===== src/rtl/mem_req_arbiter.sv =====
// Round-robin arbiter splitting address-stream requests into memory beats.
// Define META_PRIORITY_EN to give requester 0 fixed priority in IDLE.
module mem_req_arbiter #(
  parameter int N_REQ     = 2,
  parameter int BW        = 128,
  parameter int DATA_SIZE = 32
) (
  input  logic                  clk_i,
  input  logic                  rst_i,
  input  logic                  clear_i,
  input  logic [N_REQ-1:0]      req_valid_i,
  input  logic [N_REQ*48-1:0]   req_data_i,
  output logic [N_REQ-1:0]      req_ready_o,
  output logic                  mem_valid_o,
  input  logic                  mem_ready_i,
  output logic [31:0]           mem_addr_o,
  output logic [15:0]           mem_nelem_o,
  output logic [(N_REQ > 1 ? $clog2(N_REQ) : 1)-1:0] mem_src_o,
  output logic                  busy_o
);

  localparam int MAX_ELEMS =
    (BW / DATA_SIZE) < 1 ? 1 : BW / DATA_SIZE;
  localparam int ELEM_BYTES_LOG = $clog2(DATA_SIZE / 8);
  localparam int SRC_W = N_REQ > 1 ? $clog2(N_REQ) : 1;
  localparam logic [15:0] MAX_N = 16'(MAX_ELEMS);
  localparam logic [SRC_W-1:0] LAST = SRC_W'(N_REQ - 1);

  typedef enum logic {
    IDLE,
    ISSUE
  } state_e;

  state_e            state_q, state_d;
  logic [SRC_W-1:0]  rr_ptr_q, rr_ptr_d;
  logic [15:0]       rem_q, rem_d;
  logic [31:0]       addr_q, addr_d;
  logic [SRC_W-1:0]  src_q, src_d;

  logic              found;
  logic [SRC_W-1:0]  grant;
  logic [47:0]       sel;
  logic [15:0]       nelem;

  function automatic logic [SRC_W-1:0] wrap_inc(
    input logic [SRC_W-1:0] i
  );
    return (i == LAST) ? '0 : i + SRC_W'(1);
  endfunction

  // First pass: at/after rr_ptr; second pass wraps to the lowest index.
  always_comb begin
    found = 1'b0;
    grant = '0;
    sel   = '0;
    for (int j = 0; j < N_REQ; j++) begin
      if (!found && req_valid_i[j] &&
          SRC_W'(j) >= rr_ptr_q) begin
        found = 1'b1;
        grant = SRC_W'(j);
        sel   = req_data_i[j*48 +: 48];
      end
    end
    for (int j = 0; j < N_REQ; j++) begin
      if (!found && req_valid_i[j]) begin
        found = 1'b1;
        grant = SRC_W'(j);
        sel   = req_data_i[j*48 +: 48];
      end
    end
`ifdef META_PRIORITY_EN
    if (req_valid_i[0]) begin
      found = 1'b1;
      grant = '0;
      sel   = req_data_i[47:0];
    end
`else
`endif
  end

  assign nelem = (rem_q > MAX_N) ? MAX_N : rem_q;

  always_comb begin
    state_d  = state_q;
    rr_ptr_d = rr_ptr_q;
    rem_d    = rem_q;
    addr_d   = addr_q;
    src_d    = src_q;
    unique case (state_q)
      IDLE: begin
        if (found) begin
          rem_d  = sel[47:32];
          addr_d = sel[31:0];
          src_d  = grant;
          if (sel[47:32] == 16'd0) begin
            rr_ptr_d = wrap_inc(grant);
          end else begin
            state_d = ISSUE;
          end
        end
      end
      ISSUE: begin
        if (mem_ready_i) begin
          rem_d  = rem_q - nelem;
          addr_d = addr_q +
                   (32'(nelem) << ELEM_BYTES_LOG);
          if (rem_d == 16'd0) begin
            state_d  = IDLE;
            rr_ptr_d = wrap_inc(src_q);
          end
        end
      end
      default: state_d = IDLE;
    endcase
  end

  always_ff @(posedge clk_i) begin
    if (rst_i || clear_i) begin
      state_q  <= IDLE;
      rr_ptr_q <= '0;
      rem_q    <= '0;
      addr_q   <= '0;
      src_q    <= '0;
    end else begin
      state_q  <= state_d;
      rr_ptr_q <= rr_ptr_d;
      rem_q    <= rem_d;
      addr_q   <= addr_d;
      src_q    <= src_d;
    end
  end

  always_comb begin
    req_ready_o = '0;
    if (state_q == IDLE && found) begin
      req_ready_o[grant] = 1'b1;
    end
  end

  assign mem_valid_o = (state_q == ISSUE);
  assign busy_o      = (state_q == ISSUE);
  assign mem_addr_o  = mem_valid_o ? addr_q : 32'd0;
  assign mem_nelem_o = mem_valid_o ? nelem : 16'd0;
  assign mem_src_o   = src_q;

endmodule


===== config.mk =====
export PLATFORM = sky130hd
export DESIGN_NAME = mem_req_arbiter
export DESIGN_NICKNAME = d
export VERILOG_FILES = /design/src/rtl/mem_req_arbiter.sv
export SDC_FILE = /design/constraint.sdc
export NUM_CORES = 1
export LEC_CHECK = 0
export ABC_CLOCK_PERIOD_IN_PS = 4100
export CELL_PAD_IN_SITES_DETAIL_PLACEMENT = 2
export CELL_PAD_IN_SITES_GLOBAL_PLACEMENT = 2
export CORE_AREA = 2 2 130 144
export CTS_CLUSTER_SIZE = 28
export DETAILED_ROUTE_END_ITERATION = 12
export DIE_AREA = 0 0 132 146
export PLACE_DENSITY = 0.78
export SLEW_MARGIN = 0
export SYNTH_ARGS = -nofsm -noshare
export SYNTH_HDL_FRONTEND = slang
export SYNTH_SLANG_ARGS = --single-unit
export TNS_END_PERCENT = 10

===== constraint.sdc =====
create_clock -name clk_i -period 4.1 [get_ports clk_i]
set_clock_uncertainty 0.05 [all_clocks]
set_input_delay 1.23 -clock clk_i [delete_from_list [all_inputs] [get_ports clk_i]]
set_output_delay 1.23 -clock clk_i [all_outputs]
set_load 0.02 [all_outputs]

==> impl_results.md, run 1 <==
- Final Hold Fails: 0
- Die H: 146 um
- Most frequent cells in the layout: clkdlybuf4s50_1 (138), a21oi_1 (59), dfxtp_1 (50)
- Num rows: 51
- RePlAce Congestion: 0.857
- Pre-antenna DRT Iters: 4
- Layout area overhead: 43.5%
- Vias in the first global route: 5678
- Largest net degree at the start of global routing: 87
- Hold WS: 435 ps
- Vias per cell: 5.37
- Starting Density: 0.247
- Worst Hold Class: reg -> reg
- Final wirelength: 18.8 mm
- Net Switching: 0.000574 W
- Sequential area share after synthesis: 0.233
- Clock power frac: 0.277
- Peak VDD IR: 0.000152 V
- CP delay by family, top: simple AND/OR/NAND/NOR gates
- Status: finished, final reports clean
- CP Cell Sequence: or4_1 > nor4_4 > and3_1 > and2_1 > clkdlybuf4s50_1
- Post-Synthesis Cells: 574
- Remaining DRCs: 0
- Fmax: 257 MHz
- Ys flop type: dfxtp_1
- Vias after detailed routing: 5137
- Final setup margin: 207 ps
- DR WL/cell: 19.7 um
- Syn Std Cell Area: 4370 um2
- CP max stage delay: 680 ps
- Final ANT Viol Nets: 0
- Dpl hpwl: 14.5 mm
- Setup Viol. Count Final: 0
- Gate power share: 0.381
- Slew Viols, Final: 0
- Crit-path max FO: 8
- Buf+Inv Stages, Crit Path: 1
- CP startpoint kind: flop
- First-pass GRT wire length: 30.6 mm
- Worst-path clk slew: 70 ps
- Core Area: 17700 um2
- Fillers: 2040
- Port bufs: 141
- Critical Path RT: 2820 ps
- Global Route Usage Sum: 0.194
- Seq pwr share: 0.342
- Synthesis Warnings: 0
- CTS tree: done
- ANT cells: 0
- Yosys cell types: 75
- Worst setup EP type: output port
- Register area: 1020 um2
- Starting DRT DRC Count: 267
- Relative slew slack: 0.427
- Num CTS Buffers: 5
- DIE AREA: 19300 um2
- Syn_area_per_cell: 7.62 um2
- Clk root buf: clkbuf_16
- Die Wd: 132 um
- Pre-CTS WS: -23.5 ps
- Internal: 0.00102 W
- Power Density: 254 nW/um2
- I/O Pins: 155
- Max_cap viols: 0
- Slowest cell on the critical path: or4_1
- Dpl cells: 949
- Layout Nets: 838
- Sw Share: 0.360
- Post-synthesis register bit count: 51
- RSZ-0062 raised after global routing: no
- H-tree Lvls: 2
- Gr ovfl total: 0
- Fin cells: 957
- Worst Tran Pin Value: 851 ps
- Multi-input logic area: 3180 um2
- Hold Buf Count CTS: 0
- Initial antenna violation count: 0
- Async S/R FF share, synth: 0
- Post-synth EDFFs: 0
- Commonest non-fill, non-tap cell in the layout: clkdlybuf4s50_1
- CTS Buffer Depth: 2
- Critical path arrival: 2610 ps
- Clock sink count: 51
- Period utilization: 0.950
- Fraction of layout cells with a size suffix above 1: 0.0807
- Leak Pwr: 2.46 nW
- Crit Path Category: reg -> out
- Post-route minimum period: 3890 ps
- Clock latency on the worst-skew pair: 310 ps
per-stage QoR:
step                utilization  area (um2)  total power [W]  setup TNS (ps)
detailed placement        0.346        6120          0.00116           -23.5
CTS                       0.355        6270          0.00161               0
global route              0.355        6270          0.00169               0
floorplan                     -        4470         0.000913               0
finish                    0.355        6270          0.00160               0
global placement          0.346        6120          0.00114           -15.1
routing by layer:
layer,part of all wire,global-route usage,vias to the layer above
met3,0.042,0.0286,24
li1,-,-,2453
met4,0.021,0.0543,0
met1,0.40,0.222,2547
met2,0.53,0.371,113
met5,0,0,-
sequential cells by signal, summed over array words and instances (netlist names):
signal     flops
addr_q        32
busy_o         1
mem_src_o      1
rem_q         16
rr_ptr_q       1
worst min-delay path, delay by kind of cell, from the launching register on:
kind / cells / cell delay (ps)
DFF: 1 / 330
AOI/OAI and AO/OA: 1 / 50
and+or+nand+nor: 1 / 60
worst paths after layout:
kind	startpoint	end	slack, ps	cells after the start
worst max register to register	rem_q[8]$_SDFFE_PP0P_	addr_q[19]$_SDFFE_PP0P_	260	12
worst max-delay path	rem_q[8]$_SDFFE_PP0P_	mem_nelem_o[0]	210	5
worst min register to register	rr_ptr_q$_SDFFE_PP0P_	rr_ptr_q$_SDFFE_PP0P_	440	2
worst min-delay path	rr_ptr_q$_SDFFE_PP0P_	rr_ptr_q$_SDFFE_PP0P_	440	2
logic make-up (layout without fill, tap and decap cells):
| kind of cell | Yosys count | after routing | synth area share |
|---|---|---|---|
| compound gates | 239 | 239 | 0.382 |
| mux | 5 | 5 | 0.0117 |
| other cells | 2 | 27 | 0.00172 |
| fa+ha+maj | 18 | 18 | 0.0532 |
| xor+xnor | 10 | 10 | 0.0200 |
| simple gates | 189 | 189 | 0.234 |
| flops | 51 | 51 | 0.233 |
| buf+inv | 60 | 180 | 0.0641 |
cells in the mapped netlist (all sizes together) (12+ instances only):
| library cell | n | share of area |
|---|---|---|
| nand2 | 40 | 0.034 |
| a32oi | 12 | 0.024 |
| and2 | 39 | 0.056 |
| nor2 | 34 | 0.030 |
| o21ai | 46 | 0.054 |
| dfxtp | 51 | 0.23 |
| buf | 21 | 0.031 |
| a221oi | 20 | 0.040 |
| a21oi | 61 | 0.071 |
| a22oi | 18 | 0.031 |
| ha | 17 | 0.049 |
| clkbuf | 33 | 0.028 |
cell type report:
| type | instances | area share |
|---|---|---|
| timing repair buffer | 166 | 0.257 |
| multi-input combinational | 488 | 0.507 |
| clock inverter | 1 | 0.000798 |
| tap | 238 | 0.0475 |
| clock buffer | 7 | 0.0211 |
| inverter | 6 | 0.00359 |
| sequential | 51 | 0.163 |
power by group through the flow:
stage	clock, W	combinational [W]	sequential (W)
after CTS	0.000451	0.000609	0.000546
final	0.000442	0.000607	0.000546
after floorplan	0	0.000364	0.000549
after global placement	0	0.000581	0.000555
after detailed placement	0	0.000602	0.000557
after global routing	0.000474	0.000669	0.000550
timing repair:
item / in CTS / in global routing
pin swaps: 0 / 2
buffers inserted: 0 / 0
hold endpoints to repair: 0 / 0
endpoints found under the setup margin: 2 / 5
gates resized for setup: 2 / 3
Note: power is estimated with default switching activity, not from simulation.
==> run 2: changes to the inputs <==
Settings changed: CTS_CLUSTER_SIZE 28 to 14.
==> results of run 2 <==
Final layout, timing and power as in run 1 (identical DEF).
